`config.mk`:
```
export PLATFORM = sky130hd
export DESIGN_NAME = spi_ram_bridge
export DESIGN_NICKNAME = d
export VERILOG_FILES = /design/src/rtl/spi_ram_bridge.sv
export SDC_FILE = /design/constraint.sdc
export NUM_CORES = 2
export LEC_CHECK = 0
export ABC_AREA = 1
export ABC_CLOCK_PERIOD_IN_PS = 4700
export CAP_MARGIN = 20
export CORE_MARGIN = 8
export CORE_UTILIZATION = 40
export DETAILED_ROUTE_END_ITERATION = 8
export PLACE_DENSITY_LB_ADDON = 0.12
export SLEW_MARGIN = 0
export SYNTH_ARGS = -nofsm -noshare
export SYNTH_HDL_FRONTEND = slang
export SYNTH_SLANG_ARGS = --single-unit
```
`constraint.sdc`:
```
create_clock -name clk -period 4.7 [get_ports clk]
set_input_delay 0.47 -clock clk [delete_from_list [all_inputs] [get_ports clk]]
set_output_delay 0.47 -clock clk [all_outputs]
set_load 0.01 [all_outputs]
```
`src/rtl/spi_ram_bridge.sv`:
```
`timescale 1ns/1ps
`default_nettype none
// ============================================================================
// spi_ram_bridge : SPI slave (clk = bit clock) bridging 2-bit-command frames
//                  onto an on-chip RAM with optional address auto-increment.
// Revision 1.0
// ============================================================================
module spi_ram_bridge #(
  parameter int DATA_WIDTH = 8,
  parameter int ADDR_WIDTH = 8,
  parameter int AUTO_INC   = 1
) (
  input  logic clk,
  input  logic rst,
  input  logic SS_n,
  input  logic MOSI,
  output logic MISO,
  output logic busy,
  output logic frame_done
);

  localparam int c_FRAME_W = DATA_WIDTH + 2;
  localparam int c_CNT_W   = $clog2(c_FRAME_W);
  localparam int c_TX_W    = $clog2(DATA_WIDTH);
  localparam int c_DEPTH   = 1 << ADDR_WIDTH;

  localparam logic [c_CNT_W-1:0]    c_LAST_BIT  = c_CNT_W'(c_FRAME_W - 1);
  localparam logic [c_TX_W-1:0]     c_LAST_TX   = c_TX_W'(DATA_WIDTH - 1);
  localparam logic [ADDR_WIDTH-1:0] c_ADDR_STEP = ADDR_WIDTH'((AUTO_INC != 0) ? 1 : 0);

  localparam logic [1:0] S_IDLE = 2'd0;
  localparam logic [1:0] S_RECV = 2'd1;
  localparam logic [1:0] S_SEND = 2'd2;

  localparam logic [1:0] c_CMD_WADDR = 2'b00;
  localparam logic [1:0] c_CMD_WRITE = 2'b01;
  localparam logic [1:0] c_CMD_RADDR = 2'b10;
  localparam logic [1:0] c_CMD_READ  = 2'b11;

  logic [1:0]            state_q,    state_d;
  logic [c_CNT_W-1:0]    bit_cnt_q,  bit_cnt_d;
  logic [c_TX_W-1:0]     tx_cnt_q,   tx_cnt_d;
  logic [c_FRAME_W-2:0]  rx_shift_q, rx_shift_d;
  logic [DATA_WIDTH-2:0] tx_shift_q, tx_shift_d;
  logic [ADDR_WIDTH-1:0] wr_addr_q,  wr_addr_d;
  logic [ADDR_WIDTH-1:0] rd_addr_q,  rd_addr_d;
  logic                  miso_q,     miso_d;
  logic                  done_q,     done_d;
  logic                  mem_we;

  logic [DATA_WIDTH-1:0] mem [c_DEPTH];

  // The frame as it stands once the bit on MOSI is shifted in this edge.
  logic [c_FRAME_W-1:0]  w_frame;
  logic [1:0]            w_cmd;
  logic [DATA_WIDTH-1:0] w_payload;
  logic [DATA_WIDTH-1:0] w_rd_word;
  logic                  w_last_bit;

  assign w_frame    = {rx_shift_q, MOSI};
  assign w_cmd      = w_frame[c_FRAME_W-1:c_FRAME_W-2];
  assign w_payload  = w_frame[DATA_WIDTH-1:0];
  assign w_rd_word  = mem[rd_addr_q];
  assign w_last_bit = (bit_cnt_q == c_LAST_BIT);

  // State and datapath registers
  always_ff @(posedge clk) begin
    if (rst) begin
      state_q    <= S_IDLE;
      bit_cnt_q  <= '0;
      tx_cnt_q   <= '0;
      rx_shift_q <= '0;
      tx_shift_q <= '0;
      wr_addr_q  <= '0;
      rd_addr_q  <= '0;
      miso_q     <= 1'b0;
      done_q     <= 1'b0;
    end else begin
      state_q    <= state_d;
      bit_cnt_q  <= bit_cnt_d;
      tx_cnt_q   <= tx_cnt_d;
      rx_shift_q <= rx_shift_d;
      tx_shift_q <= tx_shift_d;
      wr_addr_q  <= wr_addr_d;
      rd_addr_q  <= rd_addr_d;
      miso_q     <= miso_d;
      done_q     <= done_d;
    end
  end

  // Storage is deliberately left uninitialised across reset.
  always_ff @(posedge clk) begin
    if (!rst && mem_we) begin
      mem[wr_addr_q] <= w_payload;
    end
  end

  // Next-state and command execution
  always_comb begin
    state_d    = state_q;
    bit_cnt_d  = bit_cnt_q;
    tx_cnt_d   = tx_cnt_q;
    rx_shift_d = rx_shift_q;
    tx_shift_d = tx_shift_q;
    wr_addr_d  = wr_addr_q;
    rd_addr_d  = rd_addr_q;
    miso_d     = miso_q;
    done_d     = 1'b0;
    mem_we     = 1'b0;

    case (state_q)
      S_IDLE: begin
        miso_d    = 1'b0;
        bit_cnt_d = '0;
        tx_cnt_d  = '0;
        if (!SS_n) begin
          state_d = S_RECV;
        end
      end

      S_RECV: begin
        if (SS_n) begin
          state_d   = S_IDLE;
          bit_cnt_d = '0;
          tx_cnt_d  = '0;
          miso_d    = 1'b0;
        end else begin
          rx_shift_d = w_frame[c_FRAME_W-2:0];
          bit_cnt_d  = bit_cnt_q + c_CNT_W'(1);
          if (w_last_bit) begin
            bit_cnt_d = '0;
            done_d    = 1'b1;
            case (w_cmd)
              c_CMD_WADDR: wr_addr_d = w_payload[ADDR_WIDTH-1:0];
              c_CMD_WRITE: begin
                mem_we    = 1'b1;
                wr_addr_d = wr_addr_q + c_ADDR_STEP;
              end
              c_CMD_RADDR: rd_addr_d = w_payload[ADDR_WIDTH-1:0];
              c_CMD_READ: begin
                miso_d     = w_rd_word[DATA_WIDTH-1];
                tx_shift_d = w_rd_word[DATA_WIDTH-2:0];
                tx_cnt_d   = '0;
                rd_addr_d  = rd_addr_q + c_ADDR_STEP;
                state_d    = S_SEND;
              end
              default: ;
            endcase
          end
        end
      end

      S_SEND: begin
        if (SS_n) begin
          state_d   = S_IDLE;
          bit_cnt_d = '0;
          tx_cnt_d  = '0;
          miso_d    = 1'b0;
        end else if (tx_cnt_q == c_LAST_TX) begin
          state_d   = S_RECV;
          bit_cnt_d = '0;
          tx_cnt_d  = '0;
          miso_d    = 1'b0;
        end else begin
          miso_d     = tx_shift_q[DATA_WIDTH-2];
          tx_shift_d = tx_shift_q << 1;
          tx_cnt_d   = tx_cnt_q + c_TX_W'(1);
        end
      end

      default: begin
        state_d   = S_IDLE;
        bit_cnt_d = '0;
        tx_cnt_d  = '0;
        miso_d    = 1'b0;
      end
    endcase
  end

  // Outputs
  always_comb begin
    busy       = (state_q != S_IDLE);
    MISO       = miso_q;
    frame_done = done_q;
  end

endmodule
`default_nettype wire

```
==> impl_metrics.env <==
export IMPL_cp_depth=14
export IMPL_leakage_nw=32.5
export IMPL_hpwl_um=144000
export IMPL_drt_pass1_iter_count=6
export IMPL_hold_class="input port to flop"
export IMPL_regArea_sq_um=62600
export IMPL_path_cells="clkinv_16, buf_12, nand2_1, nand3_1, nand3_1, nand3_1, nand3_1, nand3_1, nand3_1, nand2_1, a21oi_1, nand2_1, nand2_1, a21oi_1"
export IMPL_cts_sinks=2099
export IMPL_antenna_found_initial=11
export IMPL_layout_nets=7068
export IMPL_die_x_um=478
export IMPL_rows=169
export IMPL_arrival_ns=4.35
export IMPL_grt_pass1_vias=54800
export IMPL_synthArstFlopShare_pct=0
export IMPL_path_buf_inv=2
export IMPL_finClkSkew_ns=0.0773
export IMPL_post_route_cells_drive_above_1_share_pct=6.78
export IMPL_worstRegToRegCells=14
export IMPL_cap_viol_max_count=0
export IMPL_cts_resized=0
export IMPL_core_sq_um=212000
export IMPL_finalPower_mw=41.0
export IMPL_grt_max_degree=189
export IMPL_post_drt_wl_per_cell_um=25.5
export IMPL_avgSynthCellArea_sq_um=11.9
export IMPL_dieArea_sq_um=228000
export IMPL_htree_num_levels=4
export IMPL_ir_worst_vdd_mv=0.427
export IMPL_nFillCells=19500
export IMPL_yosys_top_cells_area="edfxtp_1 (72%), nand3_1 (11%), nand2_1 (8.5%), nor2_1 (1.8%), buf_2 (1.5%)"
export IMPL_finalSetupViolCount=0
export IMPL_yosysTopAreaCell="edfxtp_1"
export IMPL_die_h_um=478
export IMPL_syn_inst=7176
export IMPL_via_count=55600
export IMPL_netlist_top_cells_count="edfxtp_1 (2048), nand2_1 (1934), nand3_1 (1825), nor2_1 (419), buf_2 (247)"
export IMPL_max_stage_delay_ns=0.73
export IMPL_clock_fmax_ghz=0.278
export IMPL_routed_wl_um=257000
export IMPL_crit_path_end_kind="flop"
export IMPL_root_buffer="clkbuf_16"
export IMPL_status="finished clean"
export IMPL_multi_input_area_sq_um=20100
export IMPL_slowest_stage="dfxtp_4"
export IMPL_grt_overflow=0
export IMPL_area_growth_pct=11.8
export IMPL_min_period_ns=3.60
export IMPL_finalHoldViolations=0
export IMPL_relSlewSlack_pct=31.0
export IMPL_yosysSeqAreaShare_pct=73.4
export IMPL_postCtsHoldBufs=0
export IMPL_io_buffers=6
export IMPL_tightestPinTransition_ns=1.04
export IMPL_synth_fp_nets=7193
export IMPL_ys_ff_latch=2099
export IMPL_gp_congestion=0.849
export IMPL_hold_depth=1
export IMPL_grt_pass1_wl_um=374000
export IMPL_clk_pin_slew_ns=0.06
export IMPL_path_class="flop to flop"
export IMPL_synth_ff_type="edfxtp_1"
export IMPL_postCtsSetupRepairBufs=0
export IMPL_synth_edf_count=2048
export IMPL_io_pin_count=7
export IMPL_cts_tree="yes"
export IMPL_cts_made_buffers=223
export IMPL_cp_required_ns=5.45
export IMPL_postRouteAntennaNets=0
export IMPL_slew_violations=0
export IMPL_drt_iter0_markers=5941
export IMPL_grt_usage_pct=21.8
export IMPL_clkLatencyLatePin_ns=0.89
export IMPL_synth_area_sq_um=85200
export IMPL_tns_ns=0
export IMPL_ys_types=36
export IMPL_synth_top_area_share_pct=72.2
export IMPL_initial_core_util_pct=40.2
export IMPL_clockBufferDepth=3
export IMPL_timing_final_crit_share_pct=76.6
export IMPL_start_kind="flop"
export IMPL_synth_most_common_cell="edfxtp_1"
export IMPL_grt_setup_unrepaired="no"
export IMPL_power_density_nw_per_um2=431
export IMPL_vias_per_cell=5.53
export IMPL_crit_fanout=147
export IMPL_critPathTopFamily="simple AND/OR/NAND/NOR gates"
export IMPL_drc=0
export IMPL_cpMostUsedCell="nand3_1"
export IMPL_synth_warnings=0
## metrics by stage
step                      area [sq um]  hold slack, ns  worst slack (ns)  utilization (%)  instances
after floorplan                  85200           0.441             0.353                -       7176
after global placement           88000           0.460             0.724             41.6       9646
after detailed placement         88100           0.456             0.711             41.6       9647
after CTS                        95300           0.146              1.17             45.0      10100
after global routing             95300           0.142             0.878             45.0      10100
final                            95300           0.150              1.10             45.0      10100
## sequential cells by signal (all words and copies together), names as in the netlist, named ones only
signal,count
MISO,1
frame_done,1
tx_cnt_q,3
state_q,2
bit_cnt_q,4
rx_shift_q,9
wr_addr_q,8
tx_shift_q,7
rd_addr_q,8
mem,2048
## layout by cell type (no fill, tap or decap), types with 10 or more instances in the layout
| cell type | count |
|---|---|
| edfxtp_1 | 2048 |
| nand2_1 | 1927 |
| nand3_1 | 1817 |
| nor2_1 | 417 |
| clkbuf_16 | 223 |
| o21ai_0 | 158 |
| buf_4 | 93 |
| o22ai_1 | 70 |
| a21oi_1 | 55 |
| clkbuf_1 | 53 |
| inv_1 | 51 |
| clkinv_1 | 51 |
| buf_12 | 42 |
| clkinv_2 | 40 |
| dfxtp_1 | 38 |
| bufinv_16 | 20 |
| o21ai_1 | 18 |
| ha_1 | 13 |
| dfxtp_4 | 12 |
| clkinvlp_4 | 10 |
## cell families after synthesis
group | synth area share [%]
flip-flops | 73.4
adder cells (fa/ha/maj) | 0.191
XOR/XNOR | 0.0514
AO/OA/AOI/OAI | 1.98
AND/OR/NAND/NOR | 21.2
buffers and inverters | 3.18
## path summary, 6_finish.rpt
check	startpoint	endpoint	slack [ns]
min	MOSI	mem[109][0]	0.15
max	flop	tx_shift_q[6]	1.10
max reg2reg	flop	tx_shift_q[6]	1.10
min reg2reg	tx_shift_q[0]	tx_shift_q[0]	0.47
## where the power goes
group / leakage, nW / internal, mW / switching, mW
combinational: 9.75 / 0.228 / 1.62
sequential: 19.2 / 21.5 / 0.283
clock: 3.48 / 9.86 / 7.54
## routing by layer
layer / track usage, % / share of wire (%) / vias up
li1: - / - / 25400
met1: 31.2 / 44 / 27800
met2: 34.8 / 46 / 2069
met3: 3.23 / 6.6 / 397
met4: 6.30 / 2.8 / 0
met5: 0 / 0 / -
## final cells by class
cell class / instances / share of cell area (%)
sequential: 2099 / 65.7
multi-input combinational: 4528 / 21.1
clock buffer: 276 / 6.07
tap: 2821 / 3.70
timing repair buffer: 141 / 1.68
clock inverter: 136 / 1.49
inverter: 58 / 0.285
antenna: 3 / 0.00788
(Power assumes the default switching activity.)
